<file path="src/rtl/m_display_write_pacer.sv">
// -----------------------------------------------------------------------------
// m_display_write_pacer
//
// Upstream feeder for the S1 7-segment display stage. It snoops the
// register-file write-back port, queues every write to WATCH_REG in a small
// FIFO and replays each queued value as a single-cycle write_reg/write_data
// pulse. Pulses are spaced HOLD_CYCLES idle cycles apart so that bursts of
// writes stay readable on the display.
//
// Optional feature (compile-time macro):
//   DISP_PACER_COALESCE_EN  - when defined, a write arriving while the FIFO is
//                             full (and nothing is popped that edge) overwrites
//                             the newest queued entry instead of being dropped.
//
// Parameters:
//   WATCH_REG    register index to capture; 0 disables capture entirely
//   DEPTH        FIFO entries (power of 2, >= 2)
//   HOLD_CYCLES  idle cycles after each pulse (>= 1)
//
// Ports:
//   clk             in   single clock, all state on posedge
//   rst_n           in   asynchronous active-low reset
//   reg_write       in   register-file write enable
//   wb_reg          in   write-back destination register
//   wb_data         in   write-back data
//   out_write_reg   out  WATCH_REG during a release pulse, else 0
//   out_write_data  out  last released value, held between pulses
//   busy            out  pacer not idle or FIFO non-empty
//   fifo_count      out  current FIFO occupancy
//   overflow        out  sticky, set on the first lost value
//   dropped_cnt     out  lost values, saturating at 255
// -----------------------------------------------------------------------------
module m_display_write_pacer #(
    parameter logic [4:0]  WATCH_REG   = 5'd17,
    parameter int unsigned DEPTH       = 4,
    parameter int unsigned HOLD_CYCLES = 8
) (
    input  logic                     clk,
    input  logic                     rst_n,
    input  logic                     reg_write,
    input  logic [4:0]               wb_reg,
    input  logic [31:0]              wb_data,
    output logic [4:0]               out_write_reg,
    output logic [31:0]              out_write_data,
    output logic                     busy,
    output logic [$clog2(DEPTH):0]   fifo_count,
    output logic                     overflow,
    output logic [7:0]               dropped_cnt
);

    localparam int AW = $clog2(DEPTH);
    localparam int CW = $clog2(HOLD_CYCLES + 1);

    localparam logic [AW:0]   FULL_COUNT = (AW + 1)'(DEPTH);
    localparam logic [AW:0]   COUNT_ONE  = (AW + 1)'(1);
    localparam logic [AW-1:0] PTR_ONE    = AW'(1);
    localparam logic [CW-1:0] HOLD_LOAD  = CW'(HOLD_CYCLES);
    localparam logic [CW-1:0] HOLD_ONE   = CW'(1);

    typedef enum logic [1:0] {
        IDLE = 2'd0,
        SHOW = 2'd1,
        HOLD = 2'd2
    } state_e;

    state_e          state_q, state_d;
    logic [CW-1:0]   hold_q, hold_d;
    logic [AW-1:0]   rd_ptr_q, rd_ptr_d;
    logic [AW-1:0]   wr_ptr_q, wr_ptr_d;
    logic [AW:0]     count_q, count_d;
    logic [31:0]     mem_q [DEPTH];
    logic [4:0]      out_reg_q, out_reg_d;
    logic [31:0]     out_data_q, out_data_d;
    logic            overflow_q, overflow_d;
    logic [7:0]      dropped_q, dropped_d;

    logic            capture;
    logic            full;
    logic            non_empty;
    logic            pop;
    logic            push_ok;
    logic            lost;
    logic [AW-1:0]   newest_ptr;

    // A capture needs a real write to the watched register; x0 is never watched.
    assign capture    = reg_write && (wb_reg == WATCH_REG) && (wb_reg != 5'd0);
    assign full       = (count_q == FULL_COUNT);
    assign non_empty  = (count_q != '0);
    // A pop frees a slot on the same edge, so a full FIFO can still take a push.
    assign push_ok    = capture && (!full || pop);
    assign lost       = capture && full && !pop;
    assign newest_ptr = wr_ptr_q - PTR_ONE;

    // State register: FSM, hold counter, FIFO pointers and all registered outputs.
    always_ff @(posedge clk or negedge rst_n) begin
        if (!rst_n) begin
            state_q    <= IDLE;
            hold_q     <= '0;
            rd_ptr_q   <= '0;
            wr_ptr_q   <= '0;
            count_q    <= '0;
            out_reg_q  <= '0;
            out_data_q <= '0;
            overflow_q <= 1'b0;
            dropped_q  <= '0;
        end else begin
            state_q    <= state_d;
            hold_q     <= hold_d;
            rd_ptr_q   <= rd_ptr_d;
            wr_ptr_q   <= wr_ptr_d;
            count_q    <= count_d;
            out_reg_q  <= out_reg_d;
            out_data_q <= out_data_d;
            overflow_q <= overflow_d;
            dropped_q  <= dropped_d;
        end
    end

    // FIFO storage needs no reset: entries are only read while count is non-zero.
    always_ff @(posedge clk) begin
        if (push_ok) begin
            mem_q[wr_ptr_q] <= wb_data;
        end
`ifdef DISP_PACER_COALESCE_EN
        else if (lost) begin
            mem_q[newest_ptr] <= wb_data;
        end
`endif
    end

    // Next-state logic: a pop happens from IDLE whenever data is waiting, or at
    // the final HOLD cycle (counter at 1) if more data is queued.
    always_comb begin
        state_d = state_q;
        pop     = 1'b0;
        unique case (state_q)
            IDLE: begin
                if (non_empty) begin
                    pop     = 1'b1;
                    state_d = SHOW;
                end
            end
            SHOW: begin
                state_d = HOLD;
            end
            HOLD: begin
                if (hold_q == HOLD_ONE) begin
                    if (non_empty) begin
                        pop     = 1'b1;
                        state_d = SHOW;
                    end else begin
                        state_d = IDLE;
                    end
                end
            end
            default: begin
                state_d = IDLE;
            end
        endcase
    end

    // Output logic: next values of the registered outputs, hold counter, FIFO
    // bookkeeping and the loss statistics.
    always_comb begin
        out_reg_d  = (state_d == SHOW) ? WATCH_REG : 5'd0;
        out_data_d = pop ? mem_q[rd_ptr_q] : out_data_q;

        hold_d = hold_q;
        if (state_q == SHOW) begin
            hold_d = HOLD_LOAD;
        end else if (state_q == HOLD) begin
            hold_d = hold_q - HOLD_ONE;
        end

        rd_ptr_d = pop ? rd_ptr_q + PTR_ONE : rd_ptr_q;
        wr_ptr_d = push_ok ? wr_ptr_q + PTR_ONE : wr_ptr_q;

        count_d = count_q;
        if (push_ok && !pop) begin
            count_d = count_q + COUNT_ONE;
        end else if (pop && !push_ok) begin
            count_d = count_q - COUNT_ONE;
        end

        overflow_d = overflow_q | lost;
        dropped_d  = dropped_q;
        if (lost && (dropped_q != 8'hFF)) begin
            dropped_d = dropped_q + 8'd1;
        end
    end

    assign out_write_reg  = out_reg_q;
    assign out_write_data = out_data_q;
    assign busy           = (state_q != IDLE) || non_empty;
    assign fifo_count     = count_q;
    assign overflow       = overflow_q;
    assign dropped_cnt    = dropped_q;

endmodule

</file>
<file path="config.mk">
export PLATFORM = sky130hd
export DESIGN_NAME = m_display_write_pacer
export DESIGN_NICKNAME = d
export VERILOG_FILES = /design/src/rtl/m_display_write_pacer.sv
export SDC_FILE = /design/constraint.sdc
export NUM_CORES = 1
export LEC_CHECK = 0
export BUFFER_PORTS_ARGS = -buffer_cell sky130_fd_sc_hd__buf_2
export CELL_PAD_IN_SITES_DETAIL_PLACEMENT = 2
export CELL_PAD_IN_SITES_GLOBAL_PLACEMENT = 2
export CORE_MARGIN = 3
export CORE_UTILIZATION = 40
export CTS_BUF_LIST = sky130_fd_sc_hd__clkbuf_8
export CTS_CLUSTER_DIAMETER = 120
export DETAILED_ROUTE_END_ITERATION = 16
export PLACE_DENSITY_LB_ADDON = 0.08
export SETUP_SLACK_MARGIN = 0.05
export SLEW_MARGIN = 20
export SYNTH_ARGS = -nofsm -noshare
export SYNTH_HDL_FRONTEND = slang
export SYNTH_SLANG_ARGS = --single-unit
</file>
<file path="constraint.sdc">
create_clock -name clk -period 6.5 [get_ports clk]
set_input_delay 0.325 -clock clk [delete_from_list [all_inputs] [get_ports clk]]
set_output_delay 0.325 -clock clk [all_outputs]
set_load 0.05 [all_outputs]
</file>
==> impl_metrics.csv, run 1 <==
group,metric,value,unit
setup_path,rrSetupSlack,3.65,ns
sta,final_max_slew_viol_count,0,
layout,nFillCells,1627,
drt,drt-initial-drc-count,144,
setup_path,r2r-start,"state_q[0]",
synthesis,synth_edf_count,128,
power,power.density,453.8,nW/um2
synthesis,synth_top_family_by_area,"multiplexers",
synthesis,yosysUniqueCellTypes,46,
synthesis,synth_top_area_share,53.81,%
run_status,status,"completed",
grt,grt_use_total,15.82,%
sta,fin_skew,0.01166,ns
layout,final_cell_area,8189,um2
layout,stdcell_count,689,
sta,slew_headroom,36.29,%
synthesis,synthSimpleGateAreaFrac,3.801,%
hold_path,hold_path.class,"input pin to async pin",
sta,hold_violations,0,
floorplan,std_cell_rows,48,
floorplan,die-area,19500,um2
layout,drive_above_1_share,43.97,%
sta,grt_setup_unrepaired,"no",
grt,grt_max_degree,56,
synthesis,yosysSeqAreaShare,73.08,%
layout,final_nets,504,
place,dpl_cell_area,7802,um2
grt,grt_pass1_vias,4089,
setup_path,cp_max_fo,9,
synthesis,synth_top_area_cell,"edfxtp_1",
synthesis,synth_xor_area_share,1.226,%
power,max-vdd-ir-drop,0.3387,mV
place,routabilityCongestion,0.6866,
sta,fmax,351.3,MHz
layout,largest_reg_flops,128,
clocking,cts_hold_buffers,0,
setup_path,cp-end-kind,"register",
setup_path,cp.arrival,3.19,ns
sta,tns,0,ns
grt,overflow,0,
synthesis,ys_top_cells_by_area,"edfxtp_1, dfrtp_1, mux4_2",
synthesis,async_flop_share,30.05,%
setup_path,crit_start,"state_q[0]",
place,io_buffers,86,
drt,drc_errors,0,
clocking,tritoncts,"yes",
setup_path,worstSetupStartpointType,"register",
sta,setup_violations,0,
layout,regMostFlops,"mem_q",
synthesis,synthTopCellsByCount,"edfxtp_1, dfrtp_1, mux2_2",
drt,vias_per_cell,5.090,
synthesis,synth-adder-area-share,2.382,%
drt,via_count,3507,
clocking,clock_latency,0.45,ns
clocking,clockRootBuffer,"clkbuf_8",
floorplan,io_pins,90,
clocking,numCtsBuffers,17,
setup_path,required,6.84,ns
synthesis,ys.warnings.count,0,
grt,antenna_found_initial,0,
drt,ant_nets,0,
floorplan,die_h,139.6,um
synthesis,syn_inst,358,
synthesis,synth-seq-cells,183,
synthesis,synth_compound_area_share,1.401,%
floorplan,fp.dieW,139.6,um
synthesis,synth_area,7143,um2
sta,min_period,2.847,ns
clocking,clkSlewWorstSetupHoldPaths,0.10,ns
synthesis,synth.area.mux_share,16.11,%
drt,wl_per_cell,21.08,um
power,leakagePower,3.052,nW
clocking,post-cts-setup-buffers,0,
layout,area_delta_synth_final,14.64,%
drt,firstDrtPassIters,4,
clocking,ctsResizeCount,0,
sta,fin_crit_sh,43.80,%
drt,totalWireLength,14520,um
setup_path,crit_type,"register to register",
clocking,clock_sinks,183,
synthesis,avgSynthCellArea,19.95,um2
layout,antenna_cells,0,
grt,grt_pass1_wl,23590,um
clocking,clock_path_buffers,2,
floorplan,core,17420,um2
sta,tightestPinTransition,0.9557,ns
job,maxCapViolCount,0,
synthesis,yosysMostFrequentCell,"edfxtp_1",
floorplan,start_util,41.01,%
place,hpwl,9217,um
layout,utilization,47.02,%
place,dp.cells,657,
clocking,h-tree-depth,4,
synthesis,ys.flop_type,"edfxtp_1",
[per-layer routing]
metal | global-route usage [%] | part of all wire, %
met1 | 20.40 | 43
met3 | 3.643 | 2.9
met2 | 27.18 | 53
met5 | 0 | 0
met4 | 4.284 | 1.1
[cell families after synthesis]
group,Yosys count
buffers and inverters,27
and+or+nand+nor,40
other,1
adders and majority gates,13
muxes,70
xor gates and xnor gates,10
DFF,183
AOI/OAI and AO/OA,14
[per-stage QoR]
stage | total power, W | hold slack, ns | setup WS, ns
finish | 0.003716 | 0.02868 | 3.653
detailed placement | 0.003032 | 0.4899 | 3.669
global placement | 0.002979 | 0.4831 | 3.756
floorplan | 0.002664 | 0.02941 | 3.753
CTS | 0.003782 | 0.04086 | 3.632
global route | 0.003937 | 0.04476 | 3.445
[worst paths after layout]
kind                                 endpoint  cells after the start
setup / recovery                fifo_count[1]                      9
hold / removal                 dropped_cnt[7]                      2
setup reg to reg                fifo_count[1]                      9
hold reg to reg            out_write_data[10]                      1
max in group asynchronous         rd_ptr_q[1]                      2
min in group clk                  mem_q[3][1]                      1
[worst max-delay path, stage by stage (launching register included)]
cell and delay, ns:
dfrtp_1 0.40, inv_1 0.09, ha_1 0.22, and4bb_1 0.26
or4_4 0.58, nor2b_4 0.19, ha_1 0.23, inv_1 0.09
fa_1 0.40, mux2_2 0.27
[area by class of cell]
type | count | area (um2) | area share (%)
Clock buffer | 17 | 234.0 | 2.857
Clock inverter | 15 | 152.6 | 1.864
Inverter | 10 | 37.54 | 0.4584
Multi-Input combinational cell | 150 | 1808 | 22.08
Sequential cell | 183 | 5223 | 63.77
Tap cell | 225 | 281.5 | 3.438
Timing Repair Buffer | 89 | 452.9 | 5.531
[report_power, final]
part	total, W	switching (W)	internal (W)	leakage, nW
Combinational	0.00139	0.000844	0.000546	1.04
Sequential	0.00158	0.000170	0.00141	1.81
Clock	0.000742	0.000452	0.000290	0.200
[cells in the final DEF, fill, tap and decap left out, types with 8 or more instances in the layout]
cell type / instances
edfxtp_1: 128
inv_6: 8
mux4_2: 32
clkbuf_8: 17
inv_1: 10
mux2_2: 33
ha_1: 12
dfrtp_1: 53
buf_2: 86
(Power assumes the default switching activity.)
==> run 2, diff against run 1 <==
--- a/config.mk
+++ b/config.mk
@@ -5,11 +5,12 @@
 export SDC_FILE = /design/constraint.sdc
 export NUM_CORES = 1
 export LEC_CHECK = 0
+export ABC_AREA = 1
 export BUFFER_PORTS_ARGS = -buffer_cell sky130_fd_sc_hd__buf_2
 export CELL_PAD_IN_SITES_DETAIL_PLACEMENT = 2
 export CELL_PAD_IN_SITES_GLOBAL_PLACEMENT = 2
 export CORE_MARGIN = 3
-export CORE_UTILIZATION = 40
+export CORE_UTILIZATION = 36
 export CTS_BUF_LIST = sky130_fd_sc_hd__clkbuf_8
 export CTS_CLUSTER_DIAMETER = 120
 export DETAILED_ROUTE_END_ITERATION = 16
==> constraint.sdc (replaced) <==
create_clock -name clk -period 2.49 [get_ports clk]
set_input_delay 0.1245 -clock clk [delete_from_list [all_inputs] [get_ports clk]]
set_output_delay 0.1245 -clock clk [all_outputs]
set_load 0.05 [all_outputs]
==> run 2 against run 1 <==
Wire length grew 38%. First-iteration DRC count grew 90%. Non-clock buffer count rose by 44. Sequential power rose to 2.5 times the previous value. Via count up 49%. Critical path type unchanged. Largest cell class unchanged. Largest power group is now combinational cells.
==> impl_metrics.csv, run 2 <==
group,metric,value,unit
synthesis,async_flop_share,30.05,%
setup_path,max_stage_delay,0.42,ns
setup_path,crit_buf_inv,3,
synthesis,synthTopCellsByCount,"nor2_1, edfxtp_1, o21ai_0",
floorplan,die-area,22460,um2
sta,timing.hold.ws,0.1668,ns
clocking,clkSlewWorstSetupHoldPaths,0.10,ns
clocking,clock_sinks,183,
layout,final_common_cell,"nor2_1",
layout,stdcell_count,1029,
setup_path,rrSetupSlack,0.29,ns
drt,drc_errors,0,
sta,min_period,2.203,ns
synthesis,synth_top_area_cell,"edfxtp_1",
floorplan,start_util,37.43,%
synthesis,synth-seq-cells,183,
setup_path,worstSetupStartpointType,"register",
layout,final_cell_mix,"nor2_1, edfxtp_1, buf_2, o21ai_0, nand2_1",
setup_path,r2r-start,"state_q[0]",
synthesis,yosysSeqAreaShare,70.05,%
power,leakagePower,3.408,nW
sta,grt_setup_unrepaired,"no",
place,dp.cells,964,
power,power.density,1166,nW/um2
floorplan,std_cell_rows,51,
hold_path,min_from,"wb_reg[1]",
synthesis,synth_edf_count,128,
setup_path,timing.rr.end,"fifo_count[2]",
sta,fmax,453.9,MHz
drt,via_count,5230,
hold_path,hold_end,"dropped_cnt[6]",
layout,utilization,44.67,%
clocking,h-tree-depth,4,
layout,final_nets,804,
synthesis,synth_top_area_share,51.58,%
floorplan,io_pins,90,
floorplan,core,19910,um2
setup_path,required,2.85,ns
setup_path,cp_max_fo,4,
synthesis,yosysUniqueCellTypes,33,
clocking,numCtsBuffers,17,
setup_path,cp.arrival,2.56,ns
clocking,clockRootBuffer,"clkbuf_8",
floorplan,die_h,149.9,um
drt,totalWireLength,20050,um
drt,wl_per_cell,19.48,um
synthesis,syn_inst,631,
layout,largest_reg_flops,128,
layout,drive_above_1_share,20.81,%
run_status,status,"completed",
clocking,tritoncts,"yes",
setup_path,cp-end-kind,"register",
sta,tns,0,ns
synthesis,ys.warnings.count,0,
job,maxCapViolCount,0,
layout,antenna_cells,0,
clocking,clock_latency,0.47,ns
grt,grt_use_total,18.51,%
hold_path,hold_path_depth,6,
setup_path,crit_type,"register to register",
sta,hold_violations,0,
power,max-vdd-ir-drop,0.6815,mV
setup_path,cp_top_family,"adder cells",
clocking,ctsResizeCount,0,
drt,firstDrtPassIters,4,
sta,fin_skew,0.01563,ns
place,routabilityCongestion,0.7367,
grt,grt_max_degree,66,
synthesis,ys_top_cells_by_area,"edfxtp_1, dfrtp_1, nor2_1",
sta,setup_violations,0,
sta,tightestPinTransition,0.7571,ns
synthesis,avgSynthCellArea,11.81,um2
sta,fin_crit_sh,88.47,%
setup_path,reg2regPathDepth,12,
grt,grt_pass1_vias,5735,
setup_path,cp_slowest_cell,"dfrtp_1",
synthesis,yosysMostFrequentCell,"nor2_1",
sta,slew_headroom,49.53,%
grt,antenna_found_initial,0,
drt,ant_nets,0,
hold_path,hold_path.class,"input pin to register",
sta,final_max_slew_viol_count,0,
place,hpwl,12120,um
clocking,clock_path_buffers,2,
layout,nFillCells,2095,
clocking,cts_hold_buffers,33,
floorplan,fp.dieW,149.9,um
setup_path,crit_chain,"inv_1 > ha_1 > nand3_1 > nand3_1 > nand2_1 > inv_2 > ha_1 > inv_1 > fa_1 > a21oi_1 > o21ai_0 > xnor2_1",
clocking,post-cts-setup-buffers,0,
drt,drt-initial-drc-count,273,
place,io_buffers,86,
synthesis,synth_area,7452,um2
sta,layout_setup_ws,0.2871,ns
place,place_ws,0.2932,ns
grt,overflow,0,
grt,grt_pass1_wl,31530,um
drt,vias_per_cell,5.083,
layout,regMostFlops,"mem_q",
layout,area_delta_synth_final,19.34,%
synthesis,ys.flop_type,"edfxtp_1",
-- run 2: cell types whose count changed in the layout (fill, tap and decap cells not counted), moves of 7 or more --
cell / before / now
nor2_1: 7 / 129
inv_1: 10 / 26
o22ai_1: 0 / 33
dlygate4sd3_1: 0 / 33
nand2_1: 5 / 56
nor2_2: 0 / 13
o21ai_0: 5 / 63
a21oi_1: 2 / 35
o21ai_1: 0 / 7
mux4_2: 32 / 0
mux2_2: 33 / 1
-- run 2: worst register-to-register path, cell delays in order (launching register included) --
cell     delay [ns]
dfrtp_1        0.42
inv_1          0.10
ha_1           0.17
nand3_1        0.12
nand3_1        0.14
nand2_1        0.10
inv_2          0.07
ha_1           0.13
inv_1          0.06
fa_1           0.38
a21oi_1        0.14
o21ai_0        0.11
xnor2_1        0.14
-- run 2: metal layers --
layer | GRT usage (%) | share of wire [%]
met4 | 5.352 | 1.4
met1 | 22.14 | 43
met5 | 0 | 0
met2 | 34.04 | 53
met3 | 3.271 | 2.9
-- run 2: worst max-delay path by stage --
stage / from / to / slack, ns / cells after the start
floorplan: fifo_count[1] / mem_q[0][0] / -0.007 / 6
global route: state_q[0] / fifo_count[2] / 0.06 / 12
detailed placement: state_q[0] / fifo_count[2] / 0.29 / 12
global placement: state_q[0] / fifo_count[2] / 0.39 / 12
CTS: state_q[0] / fifo_count[2] / 0.27 / 12
finish: state_q[0] / fifo_count[2] / 0.29 / 12
-- run 2: report_power, final --
part / internal [W] / switching, W
Combinational: 0.00118 / 0.00334
Clock: 0.000793 / 0.00110
Sequential: 0.00368 / 0.000274
Total: 0.00565 / 0.00471
-- run 2: layout make-up --
cell class	instances	area, um2	area share, %
Sequential cell	183	5221	58.71
Multi-Input combinational cell	385	1932	21.72
Timing Repair Buffer	133	928.4	10.44
Tap cell	265	331.6	3.728
Clock buffer	17	234.0	2.631
Clock inverter	15	127.6	1.435
Inverter	31	118.9	1.337
-- run 2: kinds of logic (layout without fill, tap and decap cells) --
group	after synthesis	after routing	share of synthesized area [%]
mux	1	1	0.1511
fa+ha+maj	13	13	2.283
buf+inv	65	196	4.533
flops	183	183	70.05
compound gates	138	138	9.822
other cells	1	3	0.05032
xor+xnor	5	5	0.5878
simple gates	225	225	12.53
-- run 2: through the flow --
step | power, W | instance area [um2]
after floorplan | 0.007301 | 7470
after global routing | 0.01108 | 8894
after detailed placement | 0.008546 | 8202
after CTS | 0.01050 | 8894
final | 0.01037 | 8894
after global placement | 0.008320 | 8202
==> run 3, diff against run 2 <==
--- a/config.mk
+++ b/config.mk
@@ -10,7 +10,7 @@
 export CELL_PAD_IN_SITES_DETAIL_PLACEMENT = 2
 export CELL_PAD_IN_SITES_GLOBAL_PLACEMENT = 2
 export CORE_MARGIN = 3
-export CORE_UTILIZATION = 36
+export CORE_UTILIZATION = 40
 export CTS_BUF_LIST = sky130_fd_sc_hd__clkbuf_8
 export CTS_CLUSTER_DIAMETER = 120
 export DETAILED_ROUTE_END_ITERATION = 16
==> constraint.sdc (replaced) <==
create_clock -name clk -period 2.4 [get_ports clk]
set_input_delay 0.12 -clock clk [delete_from_list [all_inputs] [get_ports clk]]
set_output_delay 0.12 -clock clk [all_outputs]
set_load 0.05 [all_outputs]
==> run 3 against run 2 <==
Clock power rose by 28%. Sequential share of layout area down 0.44 points. First-iteration DRC count is 5.9% higher. Final area grew 0.76%. Critical path type unchanged. Combinational power is 4.9% higher. Register-to-register slack worse by 0.07 ns. Die area decreased by 9.6%. Maximum frequency is 0.89% higher. Setup slack got worse by 0.071 ns. Global-route usage is 3.5 points higher. Critical endpoint unchanged.
==> impl_metrics.csv, run 3 (synthesis results as in run 2) <==
group,metric,value,unit
run_status,status,"completed",
place,io_buffers,86,
drt,ant_nets,0,
power,swShare,43.92,%
power,p_comb_share,42.0,%
place,dp.cells,931,
layout,utilization,49.38,%
power,leakagePower,3.469,nW
sta,final_max_slew_viol_count,0,
floorplan,io_pins,90,
layout,stdcell_count,998,
clocking,clock_latency,0.47,ns
layout,final_cell_mix,"nor2_1, edfxtp_1, buf_2, o21ai_0, nand2_1",
grt,grt_pass1_vias,6072,
hold_path,hold_path.class,"input pin to register",
sta,hold_violations,0,
place,routabilityCongestion,0.7776,
sta,grt_setup_unrepaired,"no",
layout,area_delta_synth_final,20.25,%
clocking,clock_sinks,183,
sta,fmax,458.0,MHz
setup_path,cp.arrival,2.53,ns
power,p_seq_share,36.5,%
drt,drc_errors,0,
power,p_int,0.006322,W
job,maxCapViolCount,0,
clocking,clock_path_buffers,2,
floorplan,fp.dieW,142.5,um
layout,regMostFlops,"mem_q",
grt,antenna_found_initial,1,
sta,min_period,2.184,ns
clocking,clockRootBuffer,"clkbuf_8",
power,power.density,1258,nW/um2
sta,setup_violations,0,
power,max-vdd-ir-drop,0.4901,mV
layout,regArea,5221,um2
clocking,numCtsBuffers,17,
grt,grt_use_total,21.99,%
drt,totalWireLength,21290,um
power,clkPwrFrac,21.5,%
drt,vias_per_cell,5.339,
sta,slew_headroom,49.30,%
clocking,clkSlewWorstSetupHoldPaths,0.10,ns
sta,tightestPinTransition,0.7605,ns
layout,final_nets,808,
clocking,h-tree-depth,4,
sta,fin_crit_sh,90.98,%
setup_path,crit_type,"register to register",
layout,largest_reg_flops,128,
drt,firstDrtPassIters,4,
grt,grt_max_degree,67,
layout,final_common_cell,"nor2_1",
layout,drive_above_1_share,21.74,%
grt,grt_pass1_wl,33970,um
drt,via_count,5328,
floorplan,core,18150,um2
setup_path,worstSetupStartpointType,"register",
grt,overflow,0,
clocking,tritoncts,"yes",
setup_path,required,2.75,ns
floorplan,start_util,41.06,%
layout,multi_input_area,1944,um2
drt,drt-initial-drc-count,289,
floorplan,die_h,142.5,um
floorplan,die-area,20300,um2
sta,fin_skew,0.01942,ns
drt,wl_per_cell,21.33,um
layout,nFillCells,1823,
setup_path,cp-end-kind,"register",
place,hpwl,13360,um
setup_path,cp_max_fo,3,
power,switching_power,0.004951,W
floorplan,std_cell_rows,49,
run 3: power groups by stage:
stage,logic (W),clock network [W],registers (W)
floorplan,0.00236,0,0.00521
global placement,0.00444,0,0.00414
detailed placement,0.00469,0,0.00419
CTS,0.00478,0.00249,0.00412
global route,0.00524,0.00261,0.00418
finish,0.00473,0.00243,0.00412
run 3: path summary, 6_finish.rpt:
kind	start	end	slack, ns	depth (start not counted)
min in group asynchronous	rst_n	hold_q[3]	0.27	2
min reg2reg	overflow	overflow	0.47	1
min	wb_reg[1]	dropped_cnt[2]	0.19	6
max	state_q[0]	fifo_count[2]	0.22	12
max reg2reg	state_q[0]	fifo_count[2]	0.22	12
max in group asynchronous	rst_n	rd_ptr_q[0]	1.49	3
run 3: stage by stage:
stage | TNS, ns | worst slack (ns) | hold slack (ns) | area (um2) | total power [W]
after floorplan | -12.45 | -0.09723 | -0.1756 | 7470 | 0.007575
after global placement | 0 | 0.2726 | 0.2133 | 8142 | 0.008579
after detailed placement | 0 | 0.1681 | 0.2291 | 8142 | 0.008877
after CTS | 0 | 0.1503 | 0.1679 | 8939 | 0.01140
after global routing | 0 | 0.02688 | 0.2265 | 8961 | 0.01203
final | 0 | 0.2165 | 0.1935 | 8961 | 0.01127
run 3: cell type report:
type                       instances  area share, %
multi-input combinational        385          21.70
clock buffer                      18          2.765
clock inverter                    14          2.443
inverter                          31          1.326
antenna                            1        0.02793
sequential                       183          58.27
tap                              229          3.197
timing repair buffer             137          10.28
run 3: worst max-delay path: stages, from the launching register on:
cell and delay (ns):
dfrtp_1 0.41, inv_1 0.10, ha_1 0.20, nand3_2 0.12, nand3_2 0.09, nand2_1 0.09
inv_2 0.08, ha_1 0.14, inv_1 0.07, fa_1 0.38, a21oi_1 0.16, o21ai_0 0.12
xnor2_1 0.14
run 3: timing repair:
item	4_1_cts	5_1_grt
hold buffers	33	0
buffers inserted	0	1
resized for setup	0	4
hold endpoints to repair	154	0
setup endpoints to repair	0	2
run 3: layer usage:
layer  routed length, um  up-vias  track usage (%)  share of wire, %
li1                    -     2431                -                 -
met1                9056     2749            27.50                43
met2               11050      120            38.70                52
met3                 777       28            4.032               3.6
met4                 409        0            7.104               1.9
met5                   0        -                0                 0
